$ cat src/rtl/ahb_gpio_pkg.sv
// ahb_gpio_pkg
//   Shared constants and types for the AHB-Lite GPIO slave: data width,
//   register offsets, AHB transfer-type encodings and the pin direction enum.
`timescale 1ns/1ps
package ahb_gpio_pkg;

    localparam int DATA_W = 16;

    localparam logic [7:0] ADDR_DATA = 8'h00;
    localparam logic [7:0] ADDR_DIR  = 8'h04;

    typedef enum logic [1:0] {
        HTRANS_IDLE   = 2'b00,
        HTRANS_BUSY   = 2'b01,
        HTRANS_NONSEQ = 2'b10,
        HTRANS_SEQ    = 2'b11
    } htrans_e;

    typedef enum logic {
        DIR_IN  = 1'b0,
        DIR_OUT = 1'b1
    } dir_e;

endpackage

$ cat src/rtl/ahb_gpio_if.sv
// ahb_gpio_if
//   AHB-Lite bus signals seen by the GPIO slave.
//   master modport: drives HSEL/HADDR/HTRANS/HWRITE/HREADY/HWDATA,
//                   receives HREADYOUT/HRDATA.
//   slave modport : the mirror image.
`timescale 1ns/1ps
interface ahb_gpio_if;

    logic        HSEL;
    logic [31:0] HADDR;
    logic [1:0]  HTRANS;
    logic        HWRITE;
    logic        HREADY;
    logic        HREADYOUT;
    logic [31:0] HWDATA;
    logic [31:0] HRDATA;

    modport master (
        output HSEL, HADDR, HTRANS, HWRITE, HREADY, HWDATA,
        input  HREADYOUT, HRDATA
    );

    modport slave (
        input  HSEL, HADDR, HTRANS, HWRITE, HREADY, HWDATA,
        output HREADYOUT, HRDATA
    );

endinterface

$ cat src/rtl/gpio_parity.sv
// gpio_parity
//   Parity bit for a data word.
//   data    : word to cover
//   odd_sel : 1 = odd parity (bit makes total ones odd), 0 = even parity
//   parity  : generated parity bit
// Used both to generate the output parity bit and, XORed with a received
// parity bit, to detect an input parity error.
`timescale 1ns/1ps
module gpio_parity #(
    parameter int W = 16
) (
    input  logic [W-1:0] data,
    input  logic         odd_sel,
    output logic         parity
);

    assign parity = odd_sel ? ~^data : ^data;

endmodule

$ cat src/rtl/ahb_gpio.sv
// ahb_gpio
//   AHB-Lite slave GPIO port: DATA_W data pins plus one parity pin (MSB).
//   HCLK, HRESETn : clock, asynchronous active-low reset
//   bus           : AHB-Lite slave interface (zero wait states, never errors)
//   GPIOIN        : input pins  {parity, data}
//   GPIOOUT       : output pins {parity, data}
//   PARITYERR     : registered parity error of the sampled input pins
//   PARITYSEL     : 1 = odd parity, 0 = even parity (applies every cycle)
// Register map: 0x00 data, 0x04 direction (bit 0: 1 = output, 0 = input).
`timescale 1ns/1ps
module ahb_gpio #(
    parameter int DATA_W = ahb_gpio_pkg::DATA_W
) (
    input  logic            HCLK,
    input  logic            HRESETn,
    ahb_gpio_if.slave       bus,
    input  logic [DATA_W:0] GPIOIN,
    output logic [DATA_W:0] GPIOOUT,
    output logic            PARITYERR,
    input  logic            PARITYSEL
);

    import ahb_gpio_pkg::*;

    // Address-phase pipeline
    logic        valid_q;
    logic        write_q;
    logic [7:0]  addr_q;

    // Programmer-visible state
    dir_e              dir_q;
    logic [DATA_W:0]   gpio_out_q;
    logic [DATA_W-1:0] gpio_datain_q;
    logic              parity_err_q;

    logic        out_parity;
    logic        in_parity;
    logic        wr_en;
    logic [31:0] rdata;

    // Upper address bits, HTRANS[0] and upper write-data bits carry no meaning here.
    logic unused_bits;
    assign unused_bits = ^{bus.HADDR[31:8], bus.HTRANS[0], bus.HWDATA[31:DATA_W]};

    gpio_parity #(.W(DATA_W)) u_out_parity (
        .data    (bus.HWDATA[DATA_W-1:0]),
        .odd_sel (PARITYSEL),
        .parity  (out_parity)
    );

    // Expected parity of the incoming data; it differs from the received
    // parity bit exactly when the 17-bit word violates the selected sense.
    gpio_parity #(.W(DATA_W)) u_in_parity (
        .data    (GPIOIN[DATA_W-1:0]),
        .odd_sel (PARITYSEL),
        .parity  (in_parity)
    );

    // NOTE: registers use non-blocking assignments so every flop samples
    // the pre-edge values of the others, independent of statement order.
    always_ff @(posedge HCLK or negedge HRESETn) begin
        if (!HRESETn) begin
            valid_q <= 1'b0;
            write_q <= 1'b0;
            addr_q  <= '0;
        end else if (bus.HSEL && bus.HREADY && bus.HTRANS[1]) begin
            valid_q <= 1'b1;
            write_q <= bus.HWRITE;
            addr_q  <= bus.HADDR[7:0];
        end else begin
            valid_q <= 1'b0;
        end
    end

    assign wr_en = valid_q && write_q;

    // Data phase and input sampler. The data write checks the direction
    // currently held in dir_q, so a dir write immediately followed by a data
    // write sees the new direction.
    always_ff @(posedge HCLK or negedge HRESETn) begin
        if (!HRESETn) begin
            dir_q         <= DIR_IN;
            gpio_out_q    <= '0;
            gpio_datain_q <= '0;
            parity_err_q  <= 1'b0;
        end else begin
            if (wr_en && addr_q == ADDR_DIR)
                dir_q <= dir_e'(bus.HWDATA[0]);
            if (wr_en && addr_q == ADDR_DATA && dir_q == DIR_OUT)
                gpio_out_q <= {out_parity, bus.HWDATA[DATA_W-1:0]};
            // In output mode the sampler freezes and the error flag holds.
            if (dir_q == DIR_IN) begin
                gpio_datain_q <= GPIOIN[DATA_W-1:0];
                parity_err_q  <= in_parity ^ GPIOIN[DATA_W];
            end
        end
    end

    // Read data is a pure decode of registered state, valid in the data phase.
    always_comb begin
        // NOTE: default assignment first keeps this block free of latches.
        rdata = '0;
        if (valid_q && !write_q) begin
            case (addr_q)
                ADDR_DATA: rdata[DATA_W-1:0] = (dir_q == DIR_OUT) ? gpio_out_q[DATA_W-1:0]
                                                                  : gpio_datain_q;
                ADDR_DIR:  rdata[0] = (dir_q == DIR_OUT);
                default:   rdata = '0;
            endcase
        end
    end

    assign bus.HRDATA    = rdata;
    assign bus.HREADYOUT = 1'b1;
    assign GPIOOUT       = gpio_out_q;
    assign PARITYERR     = parity_err_q;

endmodule

$ cat src/flat_wrapper.sv
// flat-port wrapper written by rule: the top's interface ports become plain ports
module ahb_gpio_flat import ahb_gpio_pkg::*;
#(
    parameter int DATA_W = ahb_gpio_pkg::DATA_W
)
  (HCLK, HRESETn, GPIOIN, GPIOOUT, PARITYERR, PARITYSEL, bus_HSEL, bus_HADDR, bus_HTRANS, bus_HWRITE, bus_HREADY, bus_HWDATA, bus_HREADYOUT, bus_HRDATA);
  ahb_gpio_if bus_i ();
  input  logic HCLK;
  input  logic HRESETn;
  input  logic [DATA_W:0] GPIOIN;
  output logic [DATA_W:0] GPIOOUT;
  output logic PARITYERR;
  input  logic PARITYSEL;
  input wire logic [$bits(bus_i.HSEL)-1:0] bus_HSEL;
  input wire logic [$bits(bus_i.HADDR)-1:0] bus_HADDR;
  input wire logic [$bits(bus_i.HTRANS)-1:0] bus_HTRANS;
  input wire logic [$bits(bus_i.HWRITE)-1:0] bus_HWRITE;
  input wire logic [$bits(bus_i.HREADY)-1:0] bus_HREADY;
  input wire logic [$bits(bus_i.HWDATA)-1:0] bus_HWDATA;
  output wire logic [$bits(bus_i.HREADYOUT)-1:0] bus_HREADYOUT;
  output wire logic [$bits(bus_i.HRDATA)-1:0] bus_HRDATA;
  assign bus_i.HSEL = bus_HSEL;
  assign bus_i.HADDR = bus_HADDR;
  assign bus_i.HTRANS = bus_HTRANS;
  assign bus_i.HWRITE = bus_HWRITE;
  assign bus_i.HREADY = bus_HREADY;
  assign bus_i.HWDATA = bus_HWDATA;
  assign bus_HREADYOUT = bus_i.HREADYOUT;
  assign bus_HRDATA = bus_i.HRDATA;
  ahb_gpio #(.DATA_W(DATA_W)) u_core (.HCLK(HCLK), .HRESETn(HRESETn), .bus(bus_i), .GPIOIN(GPIOIN), .GPIOOUT(GPIOOUT), .PARITYERR(PARITYERR), .PARITYSEL(PARITYSEL));
endmodule
$ cat config.mk
export PLATFORM = sky130hd
export DESIGN_NAME = ahb_gpio_flat
export DESIGN_NICKNAME = d
export VERILOG_FILES = /design/src/rtl/ahb_gpio_pkg.sv /design/src/rtl/ahb_gpio_if.sv /design/src/rtl/gpio_parity.sv /design/src/rtl/ahb_gpio.sv /design/src/flat_wrapper.sv
export SDC_FILE = /design/constraint.sdc
export NUM_CORES = 1
export LEC_CHECK = 0
export ABC_AREA = 1
export BUFFER_PORTS_ARGS = -buffer_cell sky130_fd_sc_hd__clkbuf_2
export CORE_MARGIN = 2
export CORE_UTILIZATION = 46
export DETAILED_ROUTE_END_ITERATION = 10
export HOLD_SLACK_MARGIN = 0.12
export PLACE_DENSITY_LB_ADDON = 0.05
export SYNTH_ARGS = -nofsm -noshare
export SYNTH_HDL_FRONTEND = slang
export SYNTH_SLANG_ARGS = --single-unit
export TNS_END_PERCENT = 5
$ cat constraint.sdc
create_clock -name HCLK -period 1.87 [get_ports HCLK]
set_clock_uncertainty 0.05 [all_clocks]
set_input_delay 0.374 -clock HCLK [delete_from_list [all_inputs] [get_ports HCLK]]
set_output_delay 0.374 -clock HCLK [all_outputs]
set_load 0.01 [all_outputs]
==> results.txt <==
- After synthesis the cells add up to between 0.002 and 0.003 mm².
- Total number of placement rows: 28
- Clock Path Buffers: 2
* Signed area change from the synthesized netlist to the final layout: 23.9%
* Result of the run: complete, but fails checks
- Fraction of final layout cells sized beyond drive strength 1: 25.5%
* Clock period minus final worst setup slack: around 2100 ps
* Synthesized flop and latch total: 45
- Once layout is complete, the cells apart from fillers number 566.
* Clock transition at the registers of the reported paths: 90 ps
- Chip height: ~80 µm
- Wire length of the first global-routing pass: approximately 11000 µm
* Final Core Density: 58.2%
* Worst setup path category: flip-flop to output pin
- Clock latency of the later-clocked register in the worst-skew pair: roughly 300 ps
* Static leakage: between 2 and 2.5 nW
- Detailed Routing Iterations Pass 1: 4
- In the routed layout, each cell is associated on average with a via count of roughly 4.7.
- Main area contributors after synthesis: sky130_fd_sc_hd__dfrtp_1, sky130_fd_sc_hd__nand2_1, sky130_fd_sc_hd__inv_1, sky130_fd_sc_hd__buf_4, sky130_fd_sc_hd__nand3_1
- Die width: about 81 µm
* CP max FO: 5
- Tcrit/Tclk final: 113%
- CTS HTree Levels: 2
- Delay of the slowest critical-path stage: roughly 400 ps
- Counting the buffers created by CTS gives 5.
* Data required time of the critical path: between 1000 and 1500 ps
- Final number of max-transition violations: 0
* Hold Path Depth: 3
- Gr ovfl total: 0
- Warnings, synthesis: 0
* Setup crit start kind: flip-flop
* Tot Pwr: around 3.1 mW
- Type of the tightest min-delay check: input port to flip-flop
* Post-route DRC violation count: 0
- Worst endpoint data arrival time: approximately 1700 ps
- CTS saw 45 sinks.
- Finish-stage setup viols: 16
- By instance count, the leading cell after synthesis is sky130_fd_sc_hd__nand2_1.
* Slack of the worst reg-to-reg path: ~190 ps
* Area of the placeable core: 0.00582 mm²
* Average wire length per cell after detail routing: ~11 µm
- The tree is rooted in a sky130_fd_sc_hd__clkbuf_8.
- The via count of the first global-routing pass was roughly 2300.
- Unique cell type count in the Yosys netlist: 23
- Entering global routing, the biggest net connects 49 pins.
* Final wirelength: around 6400 µm
* Worst Setup End Kind: output pin
- VDD sags by at most roughly 0.42 mV.
- Count of buffers from port buffering: approximately 80
* Hold EP: u_core.addr_q[1]
* Final HPWL from detailed placement: 4880 µm
- Average cell area after synthesis: about 6.8 µm²
* Final nets: 579
- Counting every instance in the synthesized netlist gives 404.
- Counting flops with an async set or reset pin after synthesis yields a share of 100%.
- Number of cells on the worst reg-to-reg path: 8
- # IOs: 140
* Dominant cell type by area after synthesis: sky130_fd_sc_hd__dfrtp_1
- Synth Area in Compound Gates: under 10%
* Number of vias in the routed layout: around 2600
* Post-DP Area: between 0.003 and 0.004 mm²
- The number of antenna diodes in the final layout is 0.
- Remaining number of nets flagged by the antenna check after routing: 0
- The worst register-to-register path ends at u_core.GPIOOUT[12].
- Starting density of the core: between 40% and 50%
- Global routing used 20.6% of the available tracks across all layers.
- Die footprint: about 0.0066 mm²
* Upper clock frequency limit: 472 MHz
- Number of synthesized flops with an enable pin: 0
- Of the post-synthesis cell area, the part taken by muxes is 0%.
* Cell area after layout: around 0.0034 mm²
* Dpl ws: around 3.6 ps
- Weighted congestion reported at the end of routability-driven placement: between 0.8 and 0.9
- Unrepaired setup endpoints after global routing: yes
- The critical path goes through nor2_1, nand2_2, nor3_4, nand3_4, buf_6, a21oi_2, buf_2.
* Min-delay src: bus_HADDR[1]
- In the synthesized netlist the dominant register cell turns out to be sky130_fd_sc_hd__dfrtp_1.
* XOR/XNOR Fraction of Synth Area: around 3.2%
* Failing checks: setup timing
* Power density over the cells: 931 mW/mm²
* Final hold violations: 0
* Number of antenna violations at the first check in global routing: 0
- Maximum Capacitance Violations: 0
* Sequential fraction of the synthesis area: approximately two fifths
* TritonCTS clock tree: done
- After layout, the worst setup slack is -248 ps.
- The synthesized design devotes to its leading area cell type between 40% and 50% of total area.
* Launch point of the worst reg-to-reg path: u_core.addr_q[5]
- The slowest stage of the critical path is the sky130_fd_sc_hd__dfrtp_1 cell.
- Once placement completed, the tool counted placed cells totaling roughly 550.
- Fraction of the mapped netlist area in adder cells: 0%
* Detailed router's first-iteration violation count: around 140
- Synth top cells by count: sky130_fd_sc_hd__nand2_1, sky130_fd_sc_hd__dfrtp_1, sky130_fd_sc_hd__inv_1
- Combinational family with the most area after synthesis: simple AND/OR/NAND/NOR gates
- Area share of and/or/nand/nor cells after synthesis: a little over a third
-- metal layers --
layer	wire length [µm]	vias to the layer above	global-route usage, %
li1	-	1375	-
met1	3160	1183	29.5
met2	2820	78	31.7
met3	385	6	3.89
met4	62	0	6.27
met5	0	-	0
-- registers in the layout, summed over array words and instances (netlist names) --
| register | cells |
|---|---|
| u_core.GPIOOUT | 17 |
| u_core.PARITYERR | 1 |
| u_core.addr_q | 8 |
| u_core.dir_q | 1 |
| u_core.gpio_datain_q | 16 |
| u_core.valid_q | 1 |
| u_core.write_q | 1 |
-- report_power, final --
part / switching, mW / internal (mW) / total, mW
clock: 0.334 / 0.258 / 0.592
sequential: 0.229 / 1.30 / 1.53
combinational: 0.623 / 0.401 / 1.02
total: 1.19 / 1.96 / 3.15
-- kinds of logic (layout without fill, tap and decap cells) --
logic type,Yosys count,after routing
buffers and inverters,67,139
DFF,45,45
other,2,17
AOI/OAI and AO/OA,38,38
and+or+nand+nor,242,242
xor gates and xnor gates,10,10
-- area by class of cell --
type	count	area [µm²]
Fill cell	584	2430
Multi-Input combinational cell	307	1410
Tap cell	75	93.8
Timing Repair Buffer	93	528
Sequential cell	45	1130
Clock buffer	5	68.8
Clock inverter	3	17.5
Inverter	38	143
-- worst max path at each step --
| stage | slack [ps] | endpoint | from | cells after the start |
|---|---|---|---|---|
| 3_3_place_gp | 8 | bus_HRDATA[8] | u_core.addr_q[3] | 7 |
| 5_1_grt | -350 | bus_HRDATA[0] | u_core.addr_q[5] | 9 |
| 2_1_floorplan | 150 | bus_HRDATA[12] | u_core.addr_q[3] | 6 |
| 4_1_cts | -270 | bus_HRDATA[8] | u_core.addr_q[6] | 7 |
| 3_5_place_dp | 4 | bus_HRDATA[8] | u_core.addr_q[3] | 7 |
| 6_report | -250 | bus_HRDATA[15] | u_core.addr_q[5] | 7 |
-- cells in the final DEF, fill, tap and decap left out, types with 2 or more instances in the layout --
master                     instances
sky130_fd_sc_hd__clkbuf_2         67
sky130_fd_sc_hd__inv_1            38
sky130_fd_sc_hd__nor2_1            8
sky130_fd_sc_hd__conb_1           17
sky130_fd_sc_hd__clkinv_2          2
sky130_fd_sc_hd__o21ai_0          18
sky130_fd_sc_hd__nand2_2           3
sky130_fd_sc_hd__dfrtp_1          45
sky130_fd_sc_hd__buf_2            13
sky130_fd_sc_hd__xor2_1            2
sky130_fd_sc_hd__buf_6             4
sky130_fd_sc_hd__nand3_1          18
sky130_fd_sc_hd__clkbuf_8          5
sky130_fd_sc_hd__o21ai_2           3
sky130_fd_sc_hd__xnor2_1           8
sky130_fd_sc_hd__nand2_1         208
sky130_fd_sc_hd__buf_4             7
sky130_fd_sc_hd__a21oi_4           2
sky130_fd_sc_hd__a21oi_2          13
-- timing repair --
action	CTS	global route
buffers inserted	3	0
hold buffers	1	0
gates resized for setup	23	17
endpoints found under the setup margin	16	16
pin swaps	5	1
hold endpoints to repair	14	0
gates cloned	1	0
-- worst max-delay path: cells and delay by family, from the launching register on --
family,cells,cell delay (ps)
buf+inv,2,310
flops,1,400
simple gates,4,560
compound gates,1,120
-- per-stage QoR --
step,hold WS (ps),TNS [ps]
final,210,-3420
after global routing,216,-5230
after CTS,206,-3870
after detailed placement,275,0
after global placement,267,0
after floorplan,28.4,0
Note: power is estimated with default switching activity, not from simulation.
